<file path="src/rtl/udp_payload_aligner.sv">
// Strips HDR_BYTES of Eth/IPv4/UDP header and realigns the payload to byte 0; one registered output stage.
// Latency 1 cycle; s_axis_tready follows the output register's ability to drain and drops for the single FLUSH cycle.
module udp_payload_aligner #(
  parameter int DATA_WIDTH = 512,
  parameter int KEEP_WIDTH = DATA_WIDTH / 8,
  parameter int HDR_BYTES  = 42
) (
  input  logic                  aclk,
  input  logic                  aresetn,
  input  logic [DATA_WIDTH-1:0] s_axis_tdata,
  input  logic [KEEP_WIDTH-1:0] s_axis_tkeep,
  input  logic                  s_axis_tvalid,
  input  logic                  s_axis_tlast,
  input  logic                  s_axis_tuser,
  output logic                  s_axis_tready,
  output logic [DATA_WIDTH-1:0] m_axis_tdata,
  output logic [KEEP_WIDTH-1:0] m_axis_tkeep,
  output logic                  m_axis_tvalid,
  output logic                  m_axis_tlast,
  output logic                  m_axis_tuser,
  input  logic                  m_axis_tready,
  output logic [15:0]           runt_drops
);

  localparam int R  = KEEP_WIDTH - HDR_BYTES;
  localparam int CW = $clog2(KEEP_WIDTH + 1);
  localparam logic [CW-1:0] HDR_K = CW'(HDR_BYTES);

  typedef enum logic [1:0] {IDLE, STREAM, FLUSH} state_t;

  state_t                  state, state_nxt;
  logic [R*8-1:0]          residual;
  logic [R-1:0]            res_keep;
  logic                    err_acc, err_nxt;
  logic [CW-1:0]           k;
  logic [DATA_WIDTH-1:0]   masked;
  logic                    out_free, accept;
  logic                    out_load, res_load, runt_inc;
  logic [DATA_WIDTH-1:0]   out_dat;
  logic [KEEP_WIDTH-1:0]   out_keep;
  logic                    out_last, out_user;

  // Byte count and keep-masked data so bytes outside tkeep never reach the output.
  always_comb begin
    k      = '0;
    masked = '0;
    for (int i = 0; i < KEEP_WIDTH; i++) begin
      k = k + CW'(s_axis_tkeep[i]);
      masked[i*8 +: 8] = s_axis_tdata[i*8 +: 8] & {8{s_axis_tkeep[i]}};
    end
  end

  assign out_free      = !m_axis_tvalid || m_axis_tready;
  assign s_axis_tready = aresetn && out_free && (state != FLUSH);
  assign accept        = s_axis_tvalid && s_axis_tready;

  always_comb begin
    state_nxt = state;
    out_load  = 1'b0;
    out_dat   = '0;
    out_keep  = '0;
    out_last  = 1'b0;
    out_user  = 1'b0;
    res_load  = 1'b0;
    runt_inc  = 1'b0;
    err_nxt   = err_acc;
    case (state)
      IDLE: if (accept) begin
        if (!s_axis_tlast) begin
          res_load  = 1'b1;
          err_nxt   = s_axis_tuser;
          state_nxt = STREAM;
        end else if (k > HDR_K) begin
          out_load = 1'b1;
          out_dat  = masked >> (HDR_BYTES * 8);
          out_keep = s_axis_tkeep >> HDR_BYTES;
          out_last = 1'b1;
          out_user = s_axis_tuser;
          err_nxt  = 1'b0;
        end else begin
          runt_inc = 1'b1;
          err_nxt  = 1'b0;
        end
      end
      STREAM: if (accept) begin
        out_load = 1'b1;
        out_dat  = {masked[HDR_BYTES*8-1:0], residual};
        out_keep = '1;
        if (!s_axis_tlast) begin
          res_load = 1'b1;
          err_nxt  = err_acc | s_axis_tuser;
        end else if (k <= HDR_K) begin
          out_keep  = {s_axis_tkeep[HDR_BYTES-1:0], {R{1'b1}}};
          out_last  = 1'b1;
          out_user  = err_acc | s_axis_tuser;
          err_nxt   = 1'b0;
          state_nxt = IDLE;
        end else begin
          // Tail spills past this beat: the leftover goes out next cycle from the residual.
          res_load  = 1'b1;
          err_nxt   = err_acc | s_axis_tuser;
          state_nxt = FLUSH;
        end
      end
      FLUSH: if (out_free) begin
        out_load  = 1'b1;
        out_dat   = {{HDR_BYTES*8{1'b0}}, residual};
        out_keep  = {{HDR_BYTES{1'b0}}, res_keep};
        out_last  = 1'b1;
        out_user  = err_acc;
        err_nxt   = 1'b0;
        state_nxt = IDLE;
      end
      default: state_nxt = IDLE;
    endcase
  end

  always_ff @(posedge aclk or negedge aresetn) begin
    if (!aresetn) begin
      state         <= IDLE;
      residual      <= '0;
      res_keep      <= '0;
      err_acc       <= 1'b0;
      runt_drops    <= '0;
      m_axis_tvalid <= 1'b0;
      m_axis_tdata  <= '0;
      m_axis_tkeep  <= '0;
      m_axis_tlast  <= 1'b0;
      m_axis_tuser  <= 1'b0;
    end else begin
      state   <= state_nxt;
      err_acc <= err_nxt;
      if (res_load) begin
        residual <= masked[DATA_WIDTH-1:HDR_BYTES*8];
        res_keep <= s_axis_tkeep[KEEP_WIDTH-1:HDR_BYTES];
      end
      if (runt_inc) runt_drops <= runt_drops + 16'd1;
      if (out_load) begin
        m_axis_tvalid <= 1'b1;
        m_axis_tdata  <= out_dat;
        m_axis_tkeep  <= out_keep;
        m_axis_tlast  <= out_last;
        m_axis_tuser  <= out_user;
      end else if (m_axis_tready) begin
        m_axis_tvalid <= 1'b0;
      end
    end
  end

endmodule

</file>
<file path="config.mk">
export PLATFORM = sky130hd
export DESIGN_NAME = udp_payload_aligner
export DESIGN_NICKNAME = d
export VERILOG_FILES = /design/src/rtl/udp_payload_aligner.sv
export SDC_FILE = /design/constraint.sdc
export NUM_CORES = 1
export LEC_CHECK = 0
export CAP_MARGIN = 20
export CORE_AREA = 2 2 465 467
export DETAILED_ROUTE_END_ITERATION = 6
export DIE_AREA = 0 0 467 469
export HOLD_SLACK_MARGIN = 0.03
export PLACE_DENSITY = 0.36
export SKIP_CTS_REPAIR_TIMING = 1
export SYNTH_ARGS = -nofsm -noshare
export SYNTH_HDL_FRONTEND = slang
export SYNTH_SLANG_ARGS = --single-unit
</file>
<file path="constraint.sdc">
create_clock -name aclk -period 7.8 [get_ports aclk]
set_input_delay 2.34 -clock aclk [delete_from_list [all_inputs] [get_ports aclk]]
set_output_delay 2.34 -clock aclk [all_outputs]
set_load 0.05 [all_outputs]
</file>
==> results.txt <==
Yosys mapped a number of flops with a built-in enable equal to 0. Leaving out fill and tap cells, the most frequent cell in the layout is sky130_fd_sc_hd__clkdlybuf4s50_1. Yosys printed 0 warnings. The DRC violation count after routing came out at 0. The arrival time of data at the critical path endpoint is between 9000 and 10000 ps. Summing all non-filler instances in the final layout gives an area of between 50000 and 60000 um2. STA classifies the critical path startpoint as an input port. The post-synthesis net count is ~4200. The die covers 219000 um2. The source of the worst hold timing path is m_axis_tdata[394]. The final HPWL from detailed placement came out at 151300 um. The final hold slack came out at roughly 460 ps. For this run, the detailed router's first-pass iteration total came to 5. The horizontal extent of the die came out at 467 um.

The residual overflow from global routing came out at 0. The worst endpoint required time came out at around 8500 ps. The via density per instance is 4.022. The number of setup violations in the final report is 795. The number of buffers added by the clock tree synthesis step came out at 106. The H-tree depth came out at 3.

The worst reg2reg path endpoint is m_axis_tkeep[25]. The first global-routing pass estimated roughly 260000 um of wire. The number of input and output port buffers inserted is around 1200. The share of async-settable or async-resettable flops after synthesis came out at between 90% and 100%. The net total in the final layout is 5503. The starting utilization of the core area is between 10% and 20%. The endpoint of the worst hold path is m_axis_tdata[394]. In this run the count of I/O pins placed on the die edge is 1178. The final hold violation count was 0. sky130_fd_sc_hd__dfrtp_1 takes more of the synthesized area than any other cell.

The gate count of the mapped netlist came out at between 3000 and 4000. The count of nets left with antenna violations once routing finished came out at 0. The max-capacitance violation count is 0.

The path class of the lowest-slack min-delay path is register to register. The detailed router's first-iteration violation count is 1622. The worst-case setup margin in the final layout came out at -1050 ps.

The cell sitting at the root of the clock tree is a sky130_fd_sc_hd__clkbuf_16. The sink count of the clock tree is 796. The count of cell types in the netlist is 49. The post-place instance area is 51080 um2. The area added between synthesis and finish is 68.41%.

Yosys attributes the largest share of cell area to sky130_fd_sc_hd__dfrtp_1 58%, sky130_fd_sc_hd__nand2_1 9.8%, sky130_fd_sc_hd__mux2i_1 5.1%. The minimum period implied by the final worst setup slack is between 8000 and 9000 ps. The most used flip-flop cell after synthesis is sky130_fd_sc_hd__dfrtp_1. After synthesis, the largest area contributor takes up 57.59% of total cell area.

The CTS tree is built. The later-pin clock latency in the skew report came out at 750 ps. The type of destination of the critical path is a register. Entering global routing, the biggest net connects 131 pins. The routed length per placed instance came out at between 20 and 30 um. The number of rows created at floorplan came out at 170. Sequential elements use a little under three fifths of the synthesized area. The die is 469 um tall. Setup repair after global routing could not meet its margin everywhere. The worst register-to-register path begins at state[0].

The number of global-route vias before repair is 32230. The worst pin sits at a relative slew slack of approximately a quarter. The core area is 213800 um2. The final max-slew violation count is 0.

Counting along the longest clock path gives a buffer depth of 3. The synthesized design contains 796 register bits. The final reports fail on negative setup slack. The flow ran to the end, but the final reports show violations. The area of the mapped netlist is 34590 um2.

The count of vias placed by the detailed router came out at around 31000. The part of the cycle the worst path needs is 113.5%. The number of cells on the worst reg-to-reg path is 13. The routability congestion estimate from global placement came out at about 0.84.

Between clock sinks in the finished design, the worst skew comes to just under 40 ps. The highest attainable clock frequency came out at about 110 MHz. The internal reg-to-reg setup slack is 4520 ps. The post-synthesis average cell area is approximately 9.9 um2. The maximum fanout along the worst path is 7. The number of stages on the worst hold path came out at 2. The total routed wirelength came out at about 210000 um. The proportion of layout cells with a drive suffix above 1 came out at 16.35%.

For the pin with the worst max-slew slack, the measured transition is 1131 ps. The class of the most critical setup path is input port to register. The clock slew at the register clock pins of the worst setup and hold paths is 60 ps. Leaving out fill and tap cells, the most frequent cells in the layout are 1141 x sky130_fd_sc_hd__clkdlybuf4s50_1, 821 x sky130_fd_sc_hd__nand2_1, 796 x sky130_fd_sc_hd__dfrtp_1, 293 x sky130_fd_sc_hd__nand3_1, 256 x sky130_fd_sc_hd__inv_1. The initial antenna violation count came out at 86.

Global routing used about 17% of the available tracks.
-- critical path, cell delays in order --
cell and delay, ps:
sky130_fd_sc_hd__dlymetal6s2s_1 200, sky130_fd_sc_hd__inv_2 160, sky130_fd_sc_hd__fa_1 510, sky130_fd_sc_hd__inv_1 60, sky130_fd_sc_hd__fa_1 590, sky130_fd_sc_hd__fa_1 460, sky130_fd_sc_hd__fa_1 540, sky130_fd_sc_hd__fa_2 470
sky130_fd_sc_hd__fa_1 500, sky130_fd_sc_hd__inv_1 50, sky130_fd_sc_hd__fa_1 530, sky130_fd_sc_hd__fa_1 440, sky130_fd_sc_hd__inv_2 80, sky130_fd_sc_hd__ha_4 130, sky130_fd_sc_hd__inv_2 40, sky130_fd_sc_hd__fa_2 340
sky130_fd_sc_hd__nand2b_4 160, sky130_fd_sc_hd__a21oi_4 130, sky130_fd_sc_hd__mux2i_2 90, sky130_fd_sc_hd__a211o_2 400, sky130_fd_sc_hd__a311oi_4 340, sky130_fd_sc_hd__buf_6 180, sky130_fd_sc_hd__buf_12 110, sky130_fd_sc_hd__clkbuf_16 160
sky130_fd_sc_hd__buf_8 130, sky130_fd_sc_hd__clkbuf_16 170, sky130_fd_sc_hd__nand3_1 80, sky130_fd_sc_hd__nand2_1 90
-- state kept, by name, summed over array words and instances, names as in the netlist --
signal and cells:
m_axis_tkeep 64, runt_drops 16, m_axis_tlast 1, res_keep 22
residual 176, m_axis_tvalid 1, m_axis_tuser 1, m_axis_tdata 512
err_acc 1, state 2
-- final cells by class --
| cell class | count | area (um2) |
|---|---|---|
| Fill cell | 22790 | 155500 |
| Sequential cell | 796 | 19920 |
| Timing Repair Buffer | 1491 | 16400 |
| Multi-Input combinational cell | 2181 | 13840 |
| Tap cell | 2838 | 3551 |
| Clock buffer | 157 | 3147 |
| Inverter | 270 | 1018 |
| Clock inverter | 30 | 317.8 |
| Antenna cell | 23 | 57.56 |
-- metal layers --
metal	track usage (%)	vias up	part of all wire, %
li1	-	14310	-
met5	0	-	0.19
met1	19.12	15610	38
met4	5.742	60	2.8
met2	29.35	1033	50
met3	7.124	305	9.2
-- how the worst max path moves through the flow --
stage | to | cells after the start | slack [ps] | startpoint
global route | res_keep[9] | 29 | -1240 | s_axis_tkeep[23]
CTS | residual[99] | 26 | -1760 | s_axis_tkeep[23]
finish | m_axis_tdata[344] | 28 | -1050 | s_axis_tkeep[45]
global placement | residual[120] | 26 | -2540 | s_axis_tkeep[23]
floorplan | m_axis_tdata[136] | 27 | -980 | s_axis_tkeep[59]
detailed placement | residual[99] | 26 | -2550 | s_axis_tkeep[23]
-- Yosys cell counts (all sizes together), types with 21 or more instances --
cell type and count:
buf 159, dfrtp 796, mux2 23, nand3 345, and3 46, clkbuf 96
ha 21, o21ai 223, nor2 100, nand2 902, inv 270, a22oi 177
a211oi 28, mux2i 177, fa 54
-- through the flow --
| step | std cells | worst slack [ps] | util, % | setup TNS, ps |
|---|---|---|---|---|
| detailed placement | 7469 | -2546 | 23.89 | -1872870 |
| finish | 7786 | -1050 | 27.25 | -736750 |
| global placement | 7469 | -2541 | 23.89 | -1893480 |
| global route | 7780 | -1242 | 27.24 | -896760 |
| CTS | 7656 | -1758 | 25.51 | -1240210 |
| floorplan | 3502 | -984.0 | - | -723200 |
-- cell families after synthesis --
group           after synthesis  share of synthesized area (%)
compound gates              472                          8.634
xor+xnor                     16                         0.4051
fa+ha+maj                    75                          3.885
buf+inv                     525                          6.446
flops                       796                          57.59
mux                         200                          5.871
simple gates               1418                          17.17
Power is not shown: default switching activity piles up to over one toggle a cycle in this logic, so the estimate is an artifact.
